## config.mk

```make
export PLATFORM = sky130hd
export DESIGN_NAME = tdc_shot_edge_collector
export DESIGN_NICKNAME = d
export VERILOG_FILES = /design/src/rtl/tdc_shot_edge_collector.sv
export SDC_FILE = /design/constraint.sdc
export NUM_CORES = 1
export LEC_CHECK = 0
export ABC_CLOCK_PERIOD_IN_PS = 6500
export CAP_MARGIN = 20
export CORE_ASPECT_RATIO = 1.1
export CORE_MARGIN = 5
export CORE_UTILIZATION = 50
export CTS_BUF_LIST = sky130_fd_sc_hd__clkbuf_4 sky130_fd_sc_hd__clkbuf_8
export DETAILED_ROUTE_END_ITERATION = 8
export PLACE_DENSITY = 0.73
export SYNTH_ARGS = -nofsm -noshare
export SYNTH_HDL_FRONTEND = slang
export SYNTH_SLANG_ARGS = --single-unit
export TNS_END_PERCENT = 30
```

## constraint.sdc

```tcl
create_clock -name i_clk -period 6.5 [get_ports i_clk]
set_clock_uncertainty 0.05 [all_clocks]
set_input_delay 0.975 -clock i_clk [delete_from_list [all_inputs] [get_ports i_clk]]
set_output_delay 0.975 -clock i_clk [all_outputs]
set_load 0.05 [all_outputs]
```

## src/rtl/tdc_shot_edge_collector.sv

```systemverilog
// Per-shot TDC edge collector: tracks earliest in-range rise/fall per channel
// between laser strobes and publishes one result set per shot.
module tdc_shot_edge_collector #(
  parameter int          NUM_CH    = 4,
  parameter int          CH_ID_W   = 3,
  parameter int          TDC_W     = 19,
  parameter int          DATA_W    = 16,
  parameter int unsigned MAX_RANGE = 20000,
  parameter int          CNT_W     = 4,
  parameter int unsigned TIMEOUT   = 500000000
) (
  input  logic                     i_clk,
  input  logic                     i_rst,
  input  logic                     i_laser_str,
  input  logic                     i_tdc_edge_id,
  input  logic [CH_ID_W-1:0]       i_tdc_channel_id,
  input  logic                     i_tdc_valid,
  input  logic [TDC_W-1:0]         i_tdc_result,
  output logic [NUM_CH*DATA_W-1:0] o_rise_data,
  output logic [NUM_CH*DATA_W-1:0] o_fall_data,
  output logic [NUM_CH*DATA_W-1:0] o_pulse_width,
  output logic [NUM_CH*CNT_W-1:0]  o_rise_cnt,
  output logic [NUM_CH*CNT_W-1:0]  o_fall_cnt,
  output logic [NUM_CH-1:0]        o_err_flags,
  output logic                     o_data_valid,
  output logic                     o_armed
);

  typedef enum logic {S_IDLE, S_ARMED} state_t;

  localparam logic [CNT_W-1:0] CNT_ONE = CNT_W'(1);

  state_t state_q, state_d;
  logic   str_d_q;
  logic   str_rise;
  logic   wd_exp;
  logic   publish;
  logic   qual;
  logic [31:0]       wd_q;
  logic [DATA_W-1:0] res_lo;
  logic [NUM_CH-1:0] hit_r, hit_f;
  logic [NUM_CH-1:0] have_r, have_f;

  logic [DATA_W-1:0] rise_q [NUM_CH];
  logic [DATA_W-1:0] fall_q [NUM_CH];
  logic [CNT_W-1:0]  rcnt_q [NUM_CH];
  logic [CNT_W-1:0]  fcnt_q [NUM_CH];

  logic [NUM_CH*DATA_W-1:0] rise_d, fall_d, width_d;
  logic [NUM_CH*CNT_W-1:0]  rcnt_d, fcnt_d;
  logic [NUM_CH-1:0]        err_d;

  assign str_rise = i_laser_str & ~str_d_q;
  assign wd_exp   = (wd_q == TIMEOUT);
  assign res_lo   = i_tdc_result[DATA_W-1:0];
  assign qual     = i_tdc_valid
                  & (32'(i_tdc_channel_id) < 32'(NUM_CH))
                  & (32'(i_tdc_result) < MAX_RANGE);

  always_ff @(posedge i_clk) begin
    if (i_rst) state_q <= S_IDLE;
    else       state_q <= state_d;
  end

  always_comb begin
    state_d = state_q;
    unique case (state_q)
      S_IDLE:  if (str_rise) state_d = S_ARMED;
      S_ARMED: if (!str_rise && wd_exp) state_d = S_IDLE;
      default: state_d = S_IDLE;
    endcase
  end

  always_comb begin
    o_armed = (state_q == S_ARMED);
    publish = o_armed & str_rise;
  end

  always_ff @(posedge i_clk) begin
    if (i_rst) begin
      str_d_q <= 1'b0;
      wd_q    <= '0;
    end else begin
      str_d_q <= i_laser_str;
      if (i_laser_str)  wd_q <= '0;
      else if (!wd_exp) wd_q <= wd_q + 32'd1;
    end
  end

  always_comb begin
    hit_r = '0;
    hit_f = '0;
    for (int c = 0; c < NUM_CH; c++) begin
      hit_r[c] = qual & i_tdc_edge_id
               & (i_tdc_channel_id == CH_ID_W'(c));
      hit_f[c] = qual & ~i_tdc_edge_id
               & (i_tdc_channel_id == CH_ID_W'(c));
    end
  end

  // A strobe clears the shot, but a coincident hit opens the new one
  always_ff @(posedge i_clk) begin
    if (i_rst) begin
      for (int c = 0; c < NUM_CH; c++) begin
        rise_q[c] <= '0;
        fall_q[c] <= '0;
        rcnt_q[c] <= '0;
        fcnt_q[c] <= '0;
      end
    end else begin
      for (int c = 0; c < NUM_CH; c++) begin
        if (str_rise) begin
          rise_q[c] <= hit_r[c] ? res_lo : '0;
          fall_q[c] <= hit_f[c] ? res_lo : '0;
          rcnt_q[c] <= hit_r[c] ? CNT_ONE : '0;
          fcnt_q[c] <= hit_f[c] ? CNT_ONE : '0;
        end else begin
          if (hit_r[c]) begin
            if (rcnt_q[c] == '0 || res_lo < rise_q[c])
              rise_q[c] <= res_lo;
            if (rcnt_q[c] != '1)
              rcnt_q[c] <= rcnt_q[c] + CNT_ONE;
          end
          if (hit_f[c]) begin
            if (fcnt_q[c] == '0 || res_lo < fall_q[c])
              fall_q[c] <= res_lo;
            if (fcnt_q[c] != '1)
              fcnt_q[c] <= fcnt_q[c] + CNT_ONE;
          end
        end
      end
    end
  end

  always_comb begin
    have_r  = '0;
    have_f  = '0;
    rise_d  = '0;
    fall_d  = '0;
    width_d = '0;
    rcnt_d  = '0;
    fcnt_d  = '0;
    err_d   = '0;
    for (int c = 0; c < NUM_CH; c++) begin
      have_r[c] = (rcnt_q[c] != '0);
      have_f[c] = (fcnt_q[c] != '0);
      rise_d[c*DATA_W +: DATA_W] = have_r[c] ? rise_q[c] : '0;
      fall_d[c*DATA_W +: DATA_W] = have_f[c] ? fall_q[c] : '0;
      rcnt_d[c*CNT_W +: CNT_W]   = rcnt_q[c];
      fcnt_d[c*CNT_W +: CNT_W]   = fcnt_q[c];
      if (have_r[c] && have_f[c] && fall_q[c] >= rise_q[c])
        width_d[c*DATA_W +: DATA_W] = fall_q[c] - rise_q[c];
      err_d[c] = (have_r[c] ^ have_f[c])
               | (have_r[c] & have_f[c] & (fall_q[c] < rise_q[c]));
    end
  end

  always_ff @(posedge i_clk) begin
    if (i_rst) begin
      o_data_valid  <= 1'b0;
      o_rise_data   <= '0;
      o_fall_data   <= '0;
      o_pulse_width <= '0;
      o_rise_cnt    <= '0;
      o_fall_cnt    <= '0;
      o_err_flags   <= '0;
    end else begin
      o_data_valid <= publish;
      if (publish) begin
        o_rise_data   <= rise_d;
        o_fall_data   <= fall_d;
        o_pulse_width <= width_d;
        o_rise_cnt    <= rcnt_d;
        o_fall_cnt    <= fcnt_d;
        o_err_flags   <= err_d;
      end
    end
  end

endmodule

```

==> summary.md <==
| Metric | Value |
|---|---|
| Outcome | `finished, final reports clean` |
| Synth top cells by count | `296 x nor2_1, 263 x dfxtp_1, 206 x ha_1` |
| Busiest grt layer | `met2` |
| Inserted Clock Buffers | `73` |
| Flip-flop and latch area | `0.01007 mm2` |
| Area of the multi-input gates | `0.01097 mm2` |
| Tot GR Track Use | `between 20% and 30%` |
| RR Endpoint | `rise_q[0][39]` |
| Total Nets Final | `~2800` |
| Setup ws final | `roughly 2400 ps` |
| Pwr Density | `approximately 240 mW/mm2` |
| Clock latency on the worst-skew pair | `between 600 and 700 ps` |
| Pwr Total | `6.527 mW` |
| Utilization after layout | `61.70%` |
| Worst slew pin tran | `1112 ps` |
| Final HPWL DP | `48040 um` |
| Total number of vias | `about 19000` |
| Number of gates resized after cts | `0` |
| WP data arrival | `~4600 ps` |
| Crit-path cells | `clkdlybuf4s50_1 > ha_1 > a21o_1 > a21o_1 > a2111oi_0 > o21ai_0 > and3_1 > a21oi_2 > and2_1` |
| Met2 Track Usage GR | `~44%` |
| Largest net degree at the start of global routing | `95` |
| Synth area leader | `dfxtp_1` |
| Initial DRT Pass Iterations | `6` |
| RSZ-0062 raised after global routing | `false` |
| Crit-path max FO | `15` |
| Worst R2R Path Depth | `9` |
| Synthesis-to-finish area growth | `21.79%` |
| # port buffers | `256` |
| Root buffer cell | `clkbuf_8` |
| CP required | `roughly 7000 ps` |
| Final wirelength | `66010 um` |
| Mean Syn Cell Area | `9.463 um2` |
| Pleak | `between 10 and 15 nW` |
| Mapped Area | `approximately 0.022 mm2` |
| Critical path endpoint category | `register` |
| Library cells used by synthesis | `75` |
| Final setup TNS | `0 ps` |
| Routability-driven placement congestion ratio | `about 0.9` |
| Max VDD drop | `0.1897 mV` |
| Clock slew seen by the registers of the worst setup and hold paths | `approximately 70 ps` |
| Post-synth EDFFs | `160` |
| Routed Antenna Nets | `0` |
| DR vias/cell | `5.754` |
| CP Capture Point | `rise_q[0][39]` |
| H-tree Lvls | `3` |
| Crit path largest cell delay | `between 900 and 1000 ps` |
| # setup viols final | `0` |
| Routing usage on met3 | `under 10%` |
| Crit path kind | `primary input to register` |
| Critical R2R Launch | `rise_q[0][46]` |
| Drt drc | `0` |
| Count leader, synth | `nor2_1` |
| Hold_buf cts | `0` |
| I/O Pins | `between 200 and 300` |
| Initial core utilization | `approximately half` |
| Number of global-route vias before repair | `around 18000` |
| First-pass GRT wire length | `around 100000 um` |
| Layout cells sized above 1 | `approximately 7.4%` |
| Register area share after synthesis | `a little under half` |
| Post-CTS setup buffers | `0` |
| Die X-Extent | `roughly 210 um` |
| R2R Setup Slk | `between 3000 and 4000 ps` |
| Slew HR | `~26%` |
| Site Rows | `80` |
| Die height | `~230 um` |
| Max-cap violations | `0` |
| Worst hold path class | `register to register` |
| Synth Flop Type | `dfxtp_1` |
| Mapped Cells | `between 2000 and 2500` |
| Final period utilization | `a little over three fifths` |
| Worst path most repeated cell | `a21o_1` |
| Synth top area share | `23.87%` |
| CP Launch Type | `primary input` |
| Fill count | `roughly 3600` |
| Fin. max-slew vios | `0` |
| Hold Vio Cnt, Final | `0` |
| Worst Setup SP | `i_tdc_result[14]` |
| Top post-synthesis cells by area | `dfxtp_1 24%, edfxtp_1 22%, ha_1 12%` |
| Clk sinks | `roughly 420` |
| Die area | `0.04842 mm2` |
| GR Util met1 | `about 33%` |
| Synth warnings | `0` |
| CTS tree | `done` |
| Post-DR wirelength/cell | `between 20 and 25 um` |
| Placement Setup Slack | `approximately 1800 ps` |
| Initial DRC count | `approximately 1400` |
| Total core area | `about 0.044 mm2` |
| Fin Hold WS | `about 400 ps` |
| F_max | `245.2 MHz` |
| Synth async-reset ratio | `0%` |
| Clk buf depth | `3` |
| Slowest CP cell | `clkdlybuf4s50_1` |
| Post-layout minimum cycle time | `4079 ps` |
| Initial antenna violation count | `2` |
| Flip-flop and latch count after synthesis | `~420` |
| Gr ovfl total | `0` |
## worst max-delay path: cells and delay by family
family / cells / cell delay, ps
AOI/OAI and AO/OA: 5 / 1620
buffers and inverters: 1 / 920
adders and majority gates: 1 / 560
and+or+nand+nor: 2 / 450
## state kept, by name (all words and copies together), names as in the netlist
| name | flops |
|---|---|
| o_fall_cnt | 16 |
| o_err_flags | 4 |
| str_d_q | 1 |
| o_rise_cnt | 16 |
| fcnt_q | 16 |
| wd_q | 32 |
| o_pulse_width | 64 |
| o_fall_data | 64 |
| fall_q | 64 |
| o_rise_data | 64 |
| o_data_valid | 1 |
| rise_q | 64 |
| rcnt_q | 16 |
| o_armed | 1 |
## through the flow
stage / std cells / instance area [um2]
after floorplan: 2338 / 22080
after global placement: 3105 / 25250
after detailed placement: 3106 / 25260
after CTS: 3241 / 26830
after global routing: 3244 / 26860
final: 3245 / 26860
## cell families after synthesis
family,Yosys count,share of synthesized area (%)
and+or+nand+nor,792,17.28
AOI/OAI and AO/OA,544,16.85
DFF,423,45.65
buffers and inverters,278,4.839
adders and majority gates,210,12.05
xor gates and xnor gates,80,3.177
muxes,3,0.1418
other,1,0.01700
## report_power, final
part	switching (mW)	internal, mW	leakage [nW]	total, mW
combinational	0.643	0.372	5.91	1.02
sequential	0.0882	2.84	3.86	2.93
clock	1.14	1.44	0.821	2.59
## how the worst min path moves through the flow
stage / to / depth (start not counted) / start / slack, ps
2_1_floorplan: wd_q[24] / 2 / wd_q[24] / 400
3_3_place_gp: o_pulse_width[41] / 2 / o_pulse_width[41] / 390
3_5_place_dp: o_fall_cnt[1] / 2 / o_fall_cnt[1] / 400
4_1_cts: o_rise_cnt[8] / 2 / o_rise_cnt[8] / 410
5_1_grt: o_pulse_width[61] / 2 / o_pulse_width[61] / 420
6_report: o_rise_cnt[8] / 2 / o_rise_cnt[8] / 410
## area by class of cell
| type | count | share of cell area [%] |
|---|---|---|
| Multi-Input combinational cell | 1637 | 40.82 |
| Sequential cell | 423 | 37.48 |
| Timing Repair Buffer | 294 | 10.65 |
| Clock buffer | 111 | 5.128 |
| Tap cell | 574 | 2.673 |
| Inverter | 181 | 2.529 |
| Clock inverter | 24 | 0.7080 |
| Antenna cell | 1 | 0.009315 |
## layer usage
layer	up-vias	routed length (um)
met4	2	2059
met3	139	4867
met1	8978	27140
met2	701	31930
li1	8851	-
met5	-	13
## cell usage in the layout (no fill, tap or decap), types with 9 or more instances in the layout
cell	synthesis	layout
o211ai_1	11	11
xor2_1	41	41
nand2_1	160	159
inv_1	181	181
and2_1	128	128
nand4_1	27	27
nor3b_1	9	9
nor2_1	296	296
a211oi_1	25	25
nand3b_1	9	9
nand3_1	48	48
and3_1	27	27
o21a_1	11	11
xnor2_1	39	39
nor3_1	20	20
a22oi_1	174	174
edfxtp_1	160	160
a21oi_1	121	121
nand2b_1	16	16
dfxtp_1	263	263
nor2b_1	10	10
buf_4	2	36
and4_1	10	10
a21o_1	46	46
o21ai_0	71	70
clkbuf_8	0	87
clkinv_2	0	10
clkbuf_4	0	24
nor4_1	11	11
ha_1	206	206
clkdlybuf4s50_1	0	255
No activity file was read; power rests on OpenSTA's default activity.
